### src/rtl/inv_mask_pkg.sv
// Shared definitions for the inverse-mask encoder.
//   W      mask width (must equal 2**SW)
//   SW     shift-amount width
//   CNT_W  malformed-mask counter width
//   mask_of(k)       forward map of the barrel-shifter decoder: shift k -> inverse mask
//   is_valid_mask(m) true when m is a mask the decoder can produce
package inv_mask_pkg;

    localparam int W     = 8;
    localparam int SW    = 3;
    localparam int CNT_W = 8;

    // k=0 has no bits set; k=1..W-1 keeps the low W-k bits.
    function automatic logic [W-1:0] mask_of(input int k);
        logic [W-1:0] m;
        if (k <= 0 || k >= W) begin
            m = '0;
        end else begin
            m = W'((1 << (W - k)) - 1);
        end
        return m;
    endfunction

    // A legal mask is a run of ones anchored at bit 0 that never reaches the MSB.
    function automatic logic is_valid_mask(input logic [W-1:0] m);
        logic [W-1:0] nxt;
        nxt = m + W'(1);
        return !m[W-1] && ((m & nxt) == '0);
    endfunction

endpackage

### src/rtl/inv_mask_chk.sv
// Combinational mask checker/encoder sitting between the capture and encode stages.
//   mask  in   W   captured inverse mask
//   amt   out  SW  recovered shift amount (0 when malformed)
//   err   out  1   mask is malformed
module inv_mask_chk #(
    parameter int W  = inv_mask_pkg::W,
    parameter int SW = inv_mask_pkg::SW
) (
    input  logic [W-1:0]  mask,
    output logic [SW-1:0] amt,
    output logic          err
);

    logic [W-1:0] mask_inc;
    logic         well_formed;
    logic [SW:0]  pop;
    logic [SW:0]  diff;

    // A run of low ones plus one carries into a single bit with no overlap.
    assign mask_inc    = mask + W'(1);
    assign well_formed = !mask[W-1] && ((mask & mask_inc) == '0);

    always_comb begin
        pop = '0;
        for (int i = 0; i < W; i++) begin
            pop = pop + {{SW{1'b0}}, mask[i]};
        end
    end

    // Done in SW+1 bits so W itself is representable before truncation.
    assign diff = (SW+1)'(W) - pop;

    always_comb begin
        amt = '0;
        err = 1'b1;
        if (well_formed) begin
            err = 1'b0;
            amt = (mask == '0) ? '0 : diff[SW-1:0];
        end
    end

endmodule

### src/rtl/inv_mask_encoder.sv
// Inverse-mask encoder: recovers the shift amount from a barrel-shifter inverse mask
// through a two-stage valid/ready pipeline, flagging and counting malformed masks.
//   clk        in   1      clock, rising edge
//   rst_n      in   1      asynchronous active-low reset
//   in_valid   in   1      in_mask is valid
//   in_ready   out  1      encoder accepts this cycle
//   in_mask    in   W      inverse mask
//   out_valid  out  1      result valid
//   out_ready  in   1      downstream accepts result
//   out_amt    out  SW     recovered shift amount
//   out_err    out  1      mask was malformed
//   err_clr    in   1      synchronous clear of err_cnt (wins over increment)
//   err_cnt    out  CNT_W  saturating count of delivered malformed results
//
// Per-stage state (the valid bit plus the downstream ready):
//   state           | meaning
//   empty           | v=0, stage loads whatever is offered
//   full-held       | v=1, downstream stalled, contents frozen
//   full-advancing  | v=1, contents move on and the stage reloads the same edge
module inv_mask_encoder #(
    parameter int W     = inv_mask_pkg::W,
    parameter int SW    = inv_mask_pkg::SW,
    parameter int CNT_W = inv_mask_pkg::CNT_W
) (
    input  logic             clk,
    input  logic             rst_n,
    input  logic             in_valid,
    output logic             in_ready,
    input  logic [W-1:0]     in_mask,
    output logic             out_valid,
    input  logic             out_ready,
    output logic [SW-1:0]    out_amt,
    output logic             out_err,
    input  logic             err_clr,
    output logic [CNT_W-1:0] err_cnt
);

    import inv_mask_pkg::mask_of;

    localparam logic [CNT_W-1:0] CNT_MAX = '1;

    logic          v1;
    logic          v2;
    logic          ready1;
    logic          ready2;
    logic [W-1:0]  mask1;
    logic [SW-1:0] chk_amt;
    logic          chk_err;
    logic [SW-1:0] amt2;
    logic          err2;
    logic          err_fire;

    // Readies look only downstream, so in_ready never depends on in_valid.
    assign ready2   = !v2 || out_ready;
    assign ready1   = !v1 || ready2;
    assign in_ready = ready1;

    always_ff @(posedge clk or negedge rst_n) begin
        if (!rst_n) begin
            v1    <= 1'b0;
            mask1 <= '0;
        end else if (ready1) begin
            v1 <= in_valid;
            if (in_valid) begin
                mask1 <= in_mask;
            end
        end
    end

    inv_mask_chk #(
        .W  (W),
        .SW (SW)
    ) u_chk (
        .mask (mask1),
        .amt  (chk_amt),
        .err  (chk_err)
    );

    always_ff @(posedge clk or negedge rst_n) begin
        if (!rst_n) begin
            v2   <= 1'b0;
            amt2 <= '0;
            err2 <= 1'b0;
        end else if (ready2) begin
            v2 <= v1;
            if (v1) begin
                amt2 <= chk_amt;
                err2 <= chk_err;
            end
        end
    end

    assign out_valid = v2;
    assign out_amt   = amt2;
    assign out_err   = err2;

    assign err_fire = v2 && out_ready && err2;

    always_ff @(posedge clk or negedge rst_n) begin
        if (!rst_n) begin
            err_cnt <= '0;
        end else if (err_clr) begin
            err_cnt <= '0;
        end else if (err_fire && (err_cnt != CNT_MAX)) begin
            err_cnt <= err_cnt + CNT_W'(1);
        end
    end

    // A well-formed result must map back to the captured mask through the decoder.
    a_roundtrip: assert property (@(posedge clk) disable iff (!rst_n)
        (v1 && !chk_err) |-> (mask_of(int'(chk_amt)) == mask1));

endmodule

### config.mk
export PLATFORM = sky130hd
export DESIGN_NAME = inv_mask_encoder
export DESIGN_NICKNAME = d
export VERILOG_FILES = /design/src/rtl/inv_mask_pkg.sv /design/src/rtl/inv_mask_chk.sv /design/src/rtl/inv_mask_encoder.sv
export SDC_FILE = /design/constraint.sdc
export NUM_CORES = 1
export LEC_CHECK = 0
export ABC_AREA = 1
export BUFFER_PORTS_ARGS = -buffer_cell sky130_fd_sc_hd__buf_2
export CORE_MARGIN = 4
export CORE_UTILIZATION = 50
export CTS_CLUSTER_DIAMETER = 80
export DETAILED_ROUTE_END_ITERATION = 12
export PLACE_DENSITY = 0.73
export SLEW_MARGIN = 10
export SYNTH_ARGS = -nofsm -noshare
export SYNTH_HDL_FRONTEND = slang
export SYNTH_SLANG_ARGS = --single-unit
### constraint.sdc
create_clock -name clk -period 4.7 [get_ports clk]
set_input_delay 0.235 -clock clk [delete_from_list [all_inputs] [get_ports clk]]
set_output_delay 0.235 -clock clk [all_outputs]
set_load 0.02 [all_outputs]
Word-level counts from Yosys, hierarchy flattened
Cells that the tools add are included.

Muxes and demuxes: 5. Bitwise operators: 1. Add/subtract/negate cells: 10. Reductions and logical operators: 14. Equality and inequality tests: 1.

Operators with widths (number): adder 3 x 1 -> 3 bit (6); adder 8 x 1 -> 8 bit (second input constant) (2); logical NOT 8 bit (2); two-way mux 8 bit (2); AND 8 bit (1); != test 8 bit (second input constant) (1); two-way mux 3 bit (2); logical AND 1 bit (4); AND reduction 2 bit (2); logical NOT 1 bit (3); subtractor 1 x 3 -> 3 bit (first input constant) (1); adder 1 x 1 -> 2 bit (1); logical OR 1 bit (2); nonzero test 2 bit (1); two-way mux 1 bit (1).

Output and inout port bits: 14. Logic and storage cells: 37. Register bits after elaboration: 22. Input port bits: 13.

Longest topological paths before layout
Depth after elaboration: 10. Mapped depth: 14. Mapped depth without buffers: 14.

Hierarchy
Synthesis repeated with hierarchy kept, for this count alone.

Cell total of the unflattened synthesis: 158. Area total of the unflattened synthesis: 1343.8 µm².

Modules (own cells, without submodules): inv_mask_encoder (seq. area each 550.5 µm², times used 1, area each 1026.0 µm², cells each 112); inv_mask_chk (seq. area each 0.0 µm², times used 1, area each 317.8 µm², cells each 46).

Worst setup path before layout
Ideal clock, no wire load.

Kind: register -> register. Start: register mask1[4]. End: register amt2[2] (netlist: out_amt[2]). Arrival: 2.373 ns. Stages on the path, launching flop included: 11. Path buffers: 0. Library setup time: 0.116 ns. Path slack: 2.210 ns. Required time: 4.584 ns. Clock period less this slack: 2.490 ns. Cell sequence: dfrtp_1 inv_1 fa_1 ha_1 fa_1 fa_1 nand3b_1 nand2_1 nor2_1 nand2_1 nand2_1.

Cells in the longest elaborated chain, start to end: 7. Elaborated cells between the ends (all ways): 12. Classes of those cells: add/sub: 6; mux: 2; bitwise: 1; reduce/logical: 3.

Ends and longest elaborated chain: start: declaration (line inv_mask_encoder.sv:46) `logic [W-1:0] mask1;`; start signal: assignment (line inv_mask_encoder.sv:65) `mask1 <= in_mask;`; adder 3 x 1 -> 3 bit (4 in a row) (line inv_mask_chk.sv:26) `pop = pop + {{SW{1'b0}}, mask[i]};`; subtractor 1 x 3 -> 3 bit (line inv_mask_chk.sv:31) `assign diff = (SW+1)'(W) - pop;`; two-way mux 3 bit (line inv_mask_chk.sv:38) `amt = (mask == '0) ? '0 : diff[SW-1:0];`; two-way mux 3 bit (*) (line inv_mask_chk.sv:36) `if (well_formed) begin`; end signal: assignment (line inv_mask_encoder.sv:87) `amt2 <= chk_amt;`; end: declaration (line inv_mask_encoder.sv:49) `logic [SW-1:0] amt2;`.

Mark *: on every way between the ends. The rest lies on a longest branch, timed or not. A chain may end at the register's enable or synchronous reset.

Worst setup path in the final report
Same ends and word-level chain as after synthesis.

==> impl_results.md <==
* Post-layout util at 0.594
* Mapped cell area at between 1000 and 1500 um2
* Height of the die at 61.3 um
* MaxCap Viol Count at 0
* I/O pin count at 27
* Max-slew violations at 0
* Post-synthesis compound-gate area fraction at 0.0732
* Sequential area share after synthesis at 0.388
* CTS Buffer Depth at 2
* Unique cell type count in the Yosys netlist at 21
* Vias in the first global route at ~1,100
* Core ar. at 2730 um2
* Drt first pass iters at 4
* Layout cells sized above 1 at 0.210
* RD Place Congestion at roughly 0.89
* Hold Fails Final Rpt at 0
* Dpl hpwl at 2290 um
* Sequential fraction of design power at 0.426
* Required @ worst endpoint at ~4.9 ns
* CTS tree: done
* Simple-gate share of the synthesized area at 0.284
* Worst slew margin at 0.674
* Fin nets at between 200 and 250
* Largest family of logic cells by synthesized area: simple AND/OR/NAND/NOR gates
* Multiplexer share of the synthesized area at 0
* RSZ-0062 raised after global routing: false
* Layout area overhead at 14.4%
* Post-Synth Adder-Cell Area at 0.148
* Combinational share of power at 0.370
* Fmax at roughly 380 MHz
* Crit. End Element: flop
* Area leader, netlist: dfrtp_1
* Rows at 19
* Hold path depth at 3
* Vias per cell at 5.00
* Die area at 3750 um2
* WL/cell at around 12 um
* CTS root buf: clkbuf_4
* Sw Ratio at 0.363
* Lkg Pwr at just over 0.9 nW
* WL final at between 2000 and 3000 um
* Most frequent cells in the layout: nand2_1, inv_1, buf_2, dfrtp_1, nor2_1
* Layout Skew at 0.00382 ns
* Final setup margin at about 2.1 ns
* Via Count at between 1,000 and 1,500
* Critical path fanouts, max at 4
* Final instance area at 1620 um2
* Pwr per Cell Area at 320 nW/um2
* Clock sink count at 22
* Initial Utilization at 0.519
* Design internal power at 0.331 mW
* Sw Pwr at around 0.19 mW
* HP Class: input port to flop
* Worst Setup Start Kind: flop
* CTS clock-pin slew for the worst setup and hold paths at between 0.1 and 0.15 ns
* Overflow after GRT at 0
* Number of synthesized register bits at 22
* Clock buffer count from CTS at 3
* Post-CTS sizing at 0
* Initial DRC count at 63
* Synth warn at 0
* Final Setup Violations at 0
* Commonest non-fill, non-tap cell in the layout: nand2_1
* Gate Count Post-Synth at 180
* Largest net degree at the start of global routing at 23
* Worst reg2reg path depth at 12
* Antenna Cells at 0
* Outcome: finished, final reports clean
* Tcrit/Tclk final at 0.557
* Worst-Skew Late Latency at about 0.30 ns
* Max H-tree Level at 1
* Worst IR Drop VDD at 0.000220 V
* PortBufs at 26
* Initial antenna violation count at 0
* Area share of xor/xnor cells in the synthesized design at 0.0123
* DR DRC count at 0
* Total GRT Usage at 0.162
* Worst-margin pin slew at roughly 0.49 ns
* Critical path arrival at approximately 2.8 ns
* Synth area leaders: dfrtp_1, nand2_1, ha_1, inv_1, nor2_1
* First-pass GRT wire length at 4550 um
* Power share of the clock group at 0.204
* ANT nets after route at 0
* Syn_area_per_cell at between 7 and 8 um2
* Die Wd at roughly 61 um
* Fin Setup TNS at 0 ns
* Hold Slack at 0.165 ns
* Number of fill cells at between 200 and 300
* Critical path class: flop to flop
* Post-Syn Nets at about 210
* Final Critical Period at roughly 2.6 ns
* Placement-stage cell area at between 1500 and 2000 um2
* Setup WS pre-CTS at 2.08 ns
* Area share of the largest cell type after synthesis at 0.388
-- final cells by class --
type	count	area, um2	area share
Multi-Input combinational cell	125	734	0.453
Sequential cell	22	551	0.339
Timing Repair Buffer	27	140	0.0864
Inverter	32	123	0.0756
Tap cell	31	38.8	0.0239
Clock buffer	4	36.3	0.0224
-- path summary, 6_finish.rpt --
check / from / to / slack [ns]
min in group asynchronous: rst_n / err_cnt[4]$_DFFE_PN0P_ / 0.41
worst max-delay path: mask1[4]$_DFFE_PN0P_ / out_amt[2]$_DFFE_PN0P_ / 2.08
max in group asynchronous: rst_n / v1$_DFFE_PN0N_ / 3.96
worst max register to register: mask1[4]$_DFFE_PN0P_ / out_amt[2]$_DFFE_PN0P_ / 2.08
worst min-delay path: in_mask[3] / mask1[3]$_DFFE_PN0P_ / 0.16
worst min register to register: out_amt[0]$_DFFE_PN0P_ / out_amt[0]$_DFFE_PN0P_ / 0.50
-- logic make-up (layout without fill, tap and decap cells) --
family,after synthesis,after routing
adder cells (fa/ha/maj),15,15
AO/OA/AOI/OAI,20,20
XOR/XNOR,2,2
AND/OR/NAND/NOR,88,88
buffers and inverters,33,63
flip-flops,22,22
-- registers in the layout, indices dropped and copies added (netlist names) --
signal and cells:
err_cnt 8, mask1 8, out_amt 3, out_err 1, out_valid 1, v1 1
-- critical path, cell delays in order, from the launching register on --
cell	delay [ns]
dfrtp_1	0.39
inv_1	0.10
fa_1	0.42
inv_1	0.07
ha_1	0.22
inv_1	0.08
fa_1	0.44
fa_1	0.44
nand3b_1	0.16
nand2_1	0.07
nor2_1	0.04
nand2_1	0.06
nand2_1	0.04
-- repair_timing --
item,CTS,global route
setup buffers,0,0
endpoints found under the hold margin,22,0
hold buffers,1,0
-- per-stage QoR --
stage	instances	power, mW
2_1_floorplan	180	0.369
3_5_place_dp	236	0.418
5_1_grt	241	0.567
6_report	241	0.519
4_1_cts	241	0.525
3_3_place_gp	236	0.408
-- per-layer routing --
layer / track usage / part of all wire
met2: 0.255 / 0.46
met5: 0 / 0
met4: 0.0681 / 0.018
met1: 0.222 / 0.47
met3: 0.0252 / 0.053
-- Yosys cell counts --
library cell,instances
a21oi_1,12
a21oi_2,1
buf_6,1
clkinv_2,2
dfrtp_1,22
fa_1,3
ha_1,12
inv_1,27
inv_2,3
nand2_1,45
nand2_2,2
nand2_4,3
nand3_1,12
nand3_2,1
nand3b_1,1
nand4_1,2
nor2_1,20
nor2_4,2
o21ai_0,1
o21ai_1,6
xor2_1,2
-- power groups by stage --
| stage | combinational [mW] | clock [mW] | sequential (mW) |
|---|---|---|---|
| detailed placement | 0.193 | 0 | 0.225 |
| CTS | 0.196 | 0.109 | 0.221 |
| global placement | 0.185 | 0 | 0.224 |
| finish | 0.192 | 0.106 | 0.221 |
| floorplan | 0.139 | 0 | 0.230 |
| global route | 0.226 | 0.118 | 0.224 |
Power figures use the tool's default switching activity.
